### config.mk
export PLATFORM = sky130hd
export DESIGN_NAME = conv_layer_mc
export DESIGN_NICKNAME = d
export VERILOG_FILES = /design/src/rtl/conv_layer_mc.sv
export SDC_FILE = /design/constraint.sdc
export NUM_CORES = 2
export LEC_CHECK = 0
export ABC_AREA = 1
export CAP_MARGIN = 15
export CORE_ASPECT_RATIO = 0.8
export CORE_MARGIN = 10
export CORE_UTILIZATION = 33
export CTS_BUF_LIST = sky130_fd_sc_hd__clkbuf_16
export DETAILED_ROUTE_END_ITERATION = 7
export GPL_TIMING_DRIVEN = 1
export PLACE_DENSITY = 0.59
export SYNTH_ARGS = -nofsm -noshare
export SYNTH_HDL_FRONTEND = slang
export SYNTH_SLANG_ARGS = --single-unit
export TNS_END_PERCENT = 30
### constraint.sdc
create_clock -name clk -period 27.9 [get_ports clk]
set_input_delay 5.58 -clock clk [delete_from_list [all_inputs] [get_ports clk]]
set_output_delay 5.58 -clock clk [all_outputs]
set_load 0.005 [all_outputs]
### src/rtl/conv_layer_mc.sv
// conv_layer_mc
//   Multi-channel fixed-point convolution layer. For each pixel it forms
//   OUT_CH dot products of length IN_CH (one input channel per cycle, all
//   output channels in lockstep), adds the per-channel bias, rounds toward
//   minus infinity, saturates to WIDTH bits and optionally applies ReLU.
//   A frame consists of NUM_PIX pixels.
//
// Ports
//   clk            rising-edge clock
//   n_reset        synchronous, active-low reset
//   start          begin a frame (honoured only while idle)
//   relu_en        ReLU mode, captured together with start
//   in_valid       input_feature carries a pixel
//   in_ready       block can take a pixel this cycle
//   input_feature  IN_CH signed WIDTH-bit channels, channel i at [i*WIDTH +: WIDTH]
//   weight         OUT_CH*IN_CH signed weights, weight[o*IN_CH+i]; stable per frame
//   bias           OUT_CH signed biases; stable per frame
//   ready_pool     pooling stage takes output_feature this cycle
//   output_feature OUT_CH signed WIDTH-bit results
//   ready          output_feature is valid
//   busy           a frame is in progress
//   frame_done     one-cycle pulse after the last pixel of a frame is taken
//
// Handshakes: a transfer happens on a rising edge where both sides of a pair
// are high (in_valid & in_ready on the input side, ready & ready_pool on the
// output side). Once ready is high, output_feature and ready stay unchanged
// until that transfer; in_ready never depends on in_valid.

module conv_layer_mc #(
   parameter int IN_CH   = 3,
   parameter int OUT_CH  = 3,
   parameter int WIDTH   = 16,
   parameter int FRAC    = 8,
   parameter int NUM_PIX = 25
) (
   input  logic                            clk,
   input  logic                            n_reset,
   input  logic                            start,
   input  logic                            relu_en,
   input  logic                            in_valid,
   output logic                            in_ready,
   input  logic [IN_CH*WIDTH-1:0]          input_feature,
   input  logic [OUT_CH*IN_CH*WIDTH-1:0]   weight,
   input  logic [OUT_CH*WIDTH-1:0]         bias,
   input  logic                            ready_pool,
   output logic [OUT_CH*WIDTH-1:0]         output_feature,
   output logic                            ready,
   output logic                            busy,
   output logic                            frame_done
);

   // Product, accumulator and post-bias sum widths. The accumulator has
   // enough headroom for IN_CH full-scale products, so it never wraps.
   localparam int PW = 2 * WIDTH;
   localparam int AW = 2 * WIDTH + $clog2(IN_CH) + 1;
   localparam int SW = AW + 1;
   localparam int CW = (IN_CH > 1) ? $clog2(IN_CH) : 1;
   localparam int NW = (NUM_PIX > 1) ? $clog2(NUM_PIX) : 1;

   localparam logic [CW-1:0] LAST_CH  = CW'(IN_CH - 1);
   localparam logic [NW-1:0] LAST_PIX = NW'(NUM_PIX - 1);

   localparam logic signed [SW-1:0] SAT_MAX = {{(SW-WIDTH+1){1'b0}}, {(WIDTH-1){1'b1}}};
   localparam logic signed [SW-1:0] SAT_MIN = {{(SW-WIDTH+1){1'b1}}, {(WIDTH-1){1'b0}}};

   localparam logic [2:0] S_IDLE = 3'd0;
   localparam logic [2:0] S_LOAD = 3'd1;
   localparam logic [2:0] S_MAC  = 3'd2;
   localparam logic [2:0] S_OUT  = 3'd3;
   localparam logic [2:0] S_DONE = 3'd4;

   logic [2:0]              state;
   logic [NW-1:0]           pix_cnt;
   logic [CW-1:0]           ch;
   logic                    relu_lat;

   logic signed [WIDTH-1:0] in_reg   [IN_CH];
   logic signed [WIDTH-1:0] wt       [OUT_CH][IN_CH];
   logic signed [WIDTH-1:0] b_val    [OUT_CH];
   logic signed [AW-1:0]    acc      [OUT_CH];
   logic signed [AW-1:0]    acc_next [OUT_CH];
   logic signed [PW-1:0]    prod     [OUT_CH];
   logic signed [SW-1:0]    sum      [OUT_CH];
   logic signed [SW-1:0]    shifted  [OUT_CH];
   logic        [WIDTH-1:0] res      [OUT_CH];

   // Unpack the flat weight and bias buses into indexable arrays.
   genvar go, gi;
   generate
      for (go = 0; go < OUT_CH; go++) begin : g_unpack
         assign b_val[go] = bias[go*WIDTH +: WIDTH];
         for (gi = 0; gi < IN_CH; gi++) begin : g_w
            assign wt[go][gi] = weight[(go*IN_CH+gi)*WIDTH +: WIDTH];
         end
      end
   endgenerate

   // Datapath for the current MAC step. acc_next includes the product of
   // this cycle, so on the last step the result is formed directly from it
   // and the output register is loaded on the same edge.
   always_comb begin
      for (int o = 0; o < OUT_CH; o++) begin
         prod[o] = {{WIDTH{in_reg[ch][WIDTH-1]}}, in_reg[ch]}
                 * {{WIDTH{wt[o][ch][WIDTH-1]}}, wt[o][ch]};
         acc_next[o] = acc[o] + {{(AW-PW){prod[o][PW-1]}}, prod[o]};
         // Bias is brought to the product's scale (FRAC extra fraction bits).
         sum[o] = {acc_next[o][AW-1], acc_next[o]}
                + ({{(SW-WIDTH){b_val[o][WIDTH-1]}}, b_val[o]} << FRAC);
         // Arithmetic shift drops fraction bits: truncation toward -inf.
         shifted[o] = sum[o] >>> FRAC;
         if (shifted[o] > SAT_MAX) begin
            res[o] = SAT_MAX[WIDTH-1:0];
         end else if (shifted[o] < SAT_MIN) begin
            res[o] = SAT_MIN[WIDTH-1:0];
         end else begin
            res[o] = shifted[o][WIDTH-1:0];
         end
         if (relu_lat && res[o][WIDTH-1]) begin
            res[o] = '0;
         end
      end
   end

   always_ff @(posedge clk) begin
      if (!n_reset) begin
         state          <= S_IDLE;
         pix_cnt        <= '0;
         ch             <= '0;
         relu_lat       <= 1'b0;
         output_feature <= '0;
         for (int o = 0; o < OUT_CH; o++) begin
            acc[o] <= '0;
         end
         for (int i = 0; i < IN_CH; i++) begin
            in_reg[i] <= '0;
         end
      end else begin
         case (state)
            S_IDLE: begin
               if (start) begin
                  relu_lat <= relu_en;
                  pix_cnt  <= '0;
                  for (int o = 0; o < OUT_CH; o++) begin
                     acc[o] <= '0;
                  end
                  state <= S_LOAD;
               end
            end
            S_LOAD: begin
               if (in_valid) begin
                  for (int i = 0; i < IN_CH; i++) begin
                     in_reg[i] <= input_feature[i*WIDTH +: WIDTH];
                  end
                  for (int o = 0; o < OUT_CH; o++) begin
                     acc[o] <= '0;
                  end
                  ch    <= '0;
                  state <= S_MAC;
               end
            end
            S_MAC: begin
               for (int o = 0; o < OUT_CH; o++) begin
                  acc[o] <= acc_next[o];
               end
               if (ch == LAST_CH) begin
                  for (int o = 0; o < OUT_CH; o++) begin
                     output_feature[o*WIDTH +: WIDTH] <= res[o];
                  end
                  state <= S_OUT;
               end else begin
                  ch <= ch + 1'b1;
               end
            end
            S_OUT: begin
               if (ready_pool) begin
                  if (pix_cnt == LAST_PIX) begin
                     state <= S_DONE;
                  end else begin
                     pix_cnt <= pix_cnt + 1'b1;
                     state   <= S_LOAD;
                  end
               end
            end
            S_DONE: begin
               state <= S_IDLE;
            end
            default: begin
               state <= S_IDLE;
            end
         endcase
      end
   end

   assign in_ready   = (state == S_LOAD);
   assign ready      = (state == S_OUT);
   assign busy       = (state != S_IDLE);
   assign frame_done = (state == S_DONE);

endmodule

# Word-level counts from Yosys, hierarchy flattened
# Memory sizes are Yosys's and may differ from the RTL's. A register that Yosys moved wholly into a read port is not among the register bits.
# Index checks and enable logic that the tools add are counted.
# word_totals
ff_bits	59
latchBits	0
mem_bits_rw	153
rom_bits	0
input_bits	246
out_inout_bits	52
wordCells	119
memories	2
# op_classes
add_sub_neg	8
multipliers	3
div_mod_pow	0
order_cmp	7
n_eq_ne	12
shifts	0
mux	57
n_bitwise	13
reduce_logical	12
# mem_list
memory	depth	word_bits	read_ports	rd_ports_with_merged_regs	write_ports	line_no	text
acc	3	35	3	0	3	80	logic signed [AW-1:0] acc [OUT_CH];
in_reg	3	16	1	1	3	77	logic signed [WIDTH-1:0] in_reg [IN_CH];
# ops
op	n
$mux 35	9
$mux 16	18
$add 35x24->36	3
$add 35x35->35	3
$bmux 16 s2	3
$mul 16x16->32	3
$gt 28x16->1 const B	3
$lt 28x16->1 const B	3
$mux 3	5
$mux 5	3
$mux 1	12
$ne 2x2->1 const B	6
$or 1x1->1	12
$pmux 3 s4	1
$pmux 5 s2	1
$mux 2	4
$reduce_and 4->1	2
$eq 3x2->1 const B	2
$add 5x1->5 const B	1
$eq 5x5->1 const B	1
$pmux 2 s2	1
$reduce_and 2->1	2
$reduce_bool 2->1	2
$eq 3x1->1 const B	1
other kinds (9)	11

# Longest topological paths before layout
# logic_depth
depth_word	12
depth_mapped	62
mapped_depth_nobuf	59

# Least setup slack after synthesis
# No wires, ideal clock.
# synth_path
path_type	in2reg
start	input weight[5]
end	register output_feature[12]
setup_time_ns	0.070
t_arrival_ns	14.212
required_ns	27.830
slack_ns	13.618
path_stages	46
path_buffers	2
cell_sequence	o21ai_0 > o21ai_1 > clkbuf_1 > nand2_1 > fa_1 > inv_1 > fa_1 > inv_1 > fa_1 > fa_1 > fa_1 > fa_1 > inv_1 > ha_1 > inv_1 > o21bai_1 > a221oi_1 > nand3_1 > [... 10 more ...] > xor2_1 > xor2_1 > inv_1 > ha_1 > inv_1 > nor3_1 > nand2_1 > nand3b_1 > nand3_1 > nand3_2 > nor2_2 > nand3_2 > nand2_4 > buf_6 > nand2_1 > nand2_1 > nand3_1 > a21oi_1
# synth_rtl
element	line_no	text
start, declared	43	input logic [OUT_CH*IN_CH*WIDTH-1:0] weight,
end signal, assigned by index	167	output_feature[o*WIDTH +: WIDTH] <= res[o];
end, declared	46	output logic [OUT_CH*WIDTH-1:0] output_feature,

==> impl_metrics.toml <==
[sta]
hold_viol_final = 0
tns_ns = 0
whs_ns = 0.466
layout_min_cycle_time_ns = 16.78
max_freq_ghz = 0.0596
fin_worst_skew_ns = 0.0451
slew_headroom_pct = 15.6
setup_violations = 0
grt_setup_unrepaired = "no"
max_slew.worst_pin.slew_ns = 1.25
finalMaxSlewViolations = 0
period_share_pct = 60.2

[clocking]
clk_latency_ns = 0.67
cts_buffer_depth = 3
post_cts_buffers = 0
holdBufCountCts = 0
cts.htree.levels = 1
cts_resized = 0
clkTransAtPathRegs_ns = 0.06
cts_tree = "done"
cts_root_buf = "clkbuf_16"
cts_buffers = 30
clock-sinks = 214

[floorplanning]
dieWidth_um = 463
row_count = 129
die_y_um = 374
coreArea_sq_um = 155000
initial_core_util_pct = 33.3
die-area_sq_um = 173000
ios = 298

[synthesis]
synth_edf_count = 153
yosys_most_used_dff = "edfxtp_1"
syn_area_sq_um = 51800
syn_nets = 8574
ys_async_sr_fraction_pct = 0
synth_seq_cells = 214
yosysWarnings = 0
yosys.cell_types.count = 55
avgSynthCellArea_sq_um = 7.30
synthCells = 7092
yosysSeqAreaShare_pct = 11.2

[placement]
port_buffers = 297
dpl.cell_count = 9386
gp_congestion = 0.998
dp_hpwl_um = 140000

[critical_path]
cp-end-kind = "flip-flop"
crit_start = "weight[52]"
cp.arrival_ns = 17.29
critical_path.slowest_cell = "o21ai_0"
crit_top_cell = "nand2_1"
max_stage_delay_ns = 0.96
crit_type = "in2reg"
r2r_start = "ch[0]$_SDFFE_PN0P_"
critPathLaunchType = "input port"
r2r-end = "output_feature[27]$_SDFFE_PN0P_"
required_ns = 28.41
reg2reg_depth = 43
crit_fanout = 16
reg2reg_setup_slack_ns = 15.18

[detailed_routing]
drt_iter0_markers = 3499
firstDrtPassIters = 6
drt_wl_total_um = 169000
drc_errors = 0
via_per_inst = 4.82
routedWlPerCell_um = 17.9
vias = 45500
ant_nets = 0

[layout]
drive_above_1_share_pct = 3.06
seq_area_sq_um = 5820
syn2layout_area_growth_pct = 12.9
fin_nets = 8804
final_common_cell = "inv_1"
fillers = 16400
largest_register_ffs = 105
layout_common_cells = "inv_1 (1841), nand2_1 (1765), fa_1 (792)"
multi_input_area_sq_um = 38500
fin_cells = 9441
antennaDiodeCount = 0

[global_routing]
grt_remaining_overflow = 0
track_usage_pct = 19.1
antenna_found_initial = 6
grt_max_degree = 87
grt_pass1_vias = 45700
grt_pass1_wl_um = 264000

[hold_path]
hold_end = "output_feature[2]$_SDFFE_PN0P_"
whs_path_depth = 2
min_path_type = "reg2reg"
min_from = "output_feature[2]$_SDFFE_PN0P_"

[job]
timing.max_cap.violations = 0

[status]
outcome = "completed"
## worst max-delay path: cells and delay by family
family,cells,cell delay [ns]
and+or+nand+nor,16,2.13
buffers and inverters,9,1.11
xor gates and xnor gates,2,0.46
AOI/OAI and AO/OA,14,3.94
adders and majority gates,9,4.03
## metrics by stage
step,util [%],instance area (sq um),setup slack (ns)
3_5_place_dp,37.0,57400,10.69
6_report,37.6,58400,11.12
3_3_place_gp,37.0,57400,10.53
4_1_cts,37.6,58400,11.32
2_1_floorplan,-,51800,13.62
5_1_grt,37.6,58400,10.52
## logic make-up after synthesis
kind of cell             share of synthesized area (%)
flip-flops                                        11.2
buffers and inverters                             14.9
AO/OA/AOI/OAI                                     8.34
XOR/XNOR                                          3.79
AND/OR/NAND/NOR                                   20.4
adder cells (fa/ha/maj)                           41.4
## worst max path at each step
stage | endpoint | cells after the start | slack (ns)
after floorplan | output_feature[12]$_SDFFE_PN0P_ | 46 | 13.62
after global placement | output_feature[25]$_SDFFE_PN0P_ | 50 | 10.53
after detailed placement | output_feature[27]$_SDFFE_PN0P_ | 50 | 10.69
after CTS | output_feature[29]$_SDFFE_PN0P_ | 50 | 11.32
after global routing | output_feature[23]$_SDFFE_PN0P_ | 52 | 10.52
final | output_feature[24]$_SDFFE_PN0P_ | 50 | 11.12
## per-layer routing
layer  global-route usage (%)  share of wire [%]
met5                        0                  0
met4                     4.38                2.6
met3                     3.10                6.8
met2                     31.8                 47
met1                     25.9                 44
## cells in the mapped netlist (12+ instances only)
master    number  area share [%]
o21ai_0      189             1.8
nand3_1      208             2.0
or2_2         26            0.31
o21bai_1      29            0.42
ha_1         444              11
a31oi_1       21            0.25
xnor2_1       95             1.6
fa_1         792              31
xor2_1       129             2.2
o211ai_1      22            0.32
dfxtp_1       61             2.4
clkbuf_1     140             1.0
inv_1       1841              13
nand2_1     1766              13
edfxtp_1     153             8.9
a21oi_1      354             3.4
nor3_1        41            0.40
and2_1        12            0.15
a211oi_1      13            0.19
nor2_1       440             3.2
o21ai_1       68            0.66
o21a_1        20            0.29
buf_2         28            0.27
a21o_1        25            0.36
nand4_1       62            0.75
## area by class of cell
class / instances / area share [%]
multi-input cells: 4849 / 65.9
repair buffers: 376 / 6.11
inverters: 1851 / 11.9
clock buffers: 31 / 1.33
flip-flops and latches: 214 / 9.96
well taps: 2096 / 4.49
clock inverters: 24 / 0.371
Power is not shown: default switching activity piles up to over one toggle a cycle in this logic, so the estimate is an artifact.
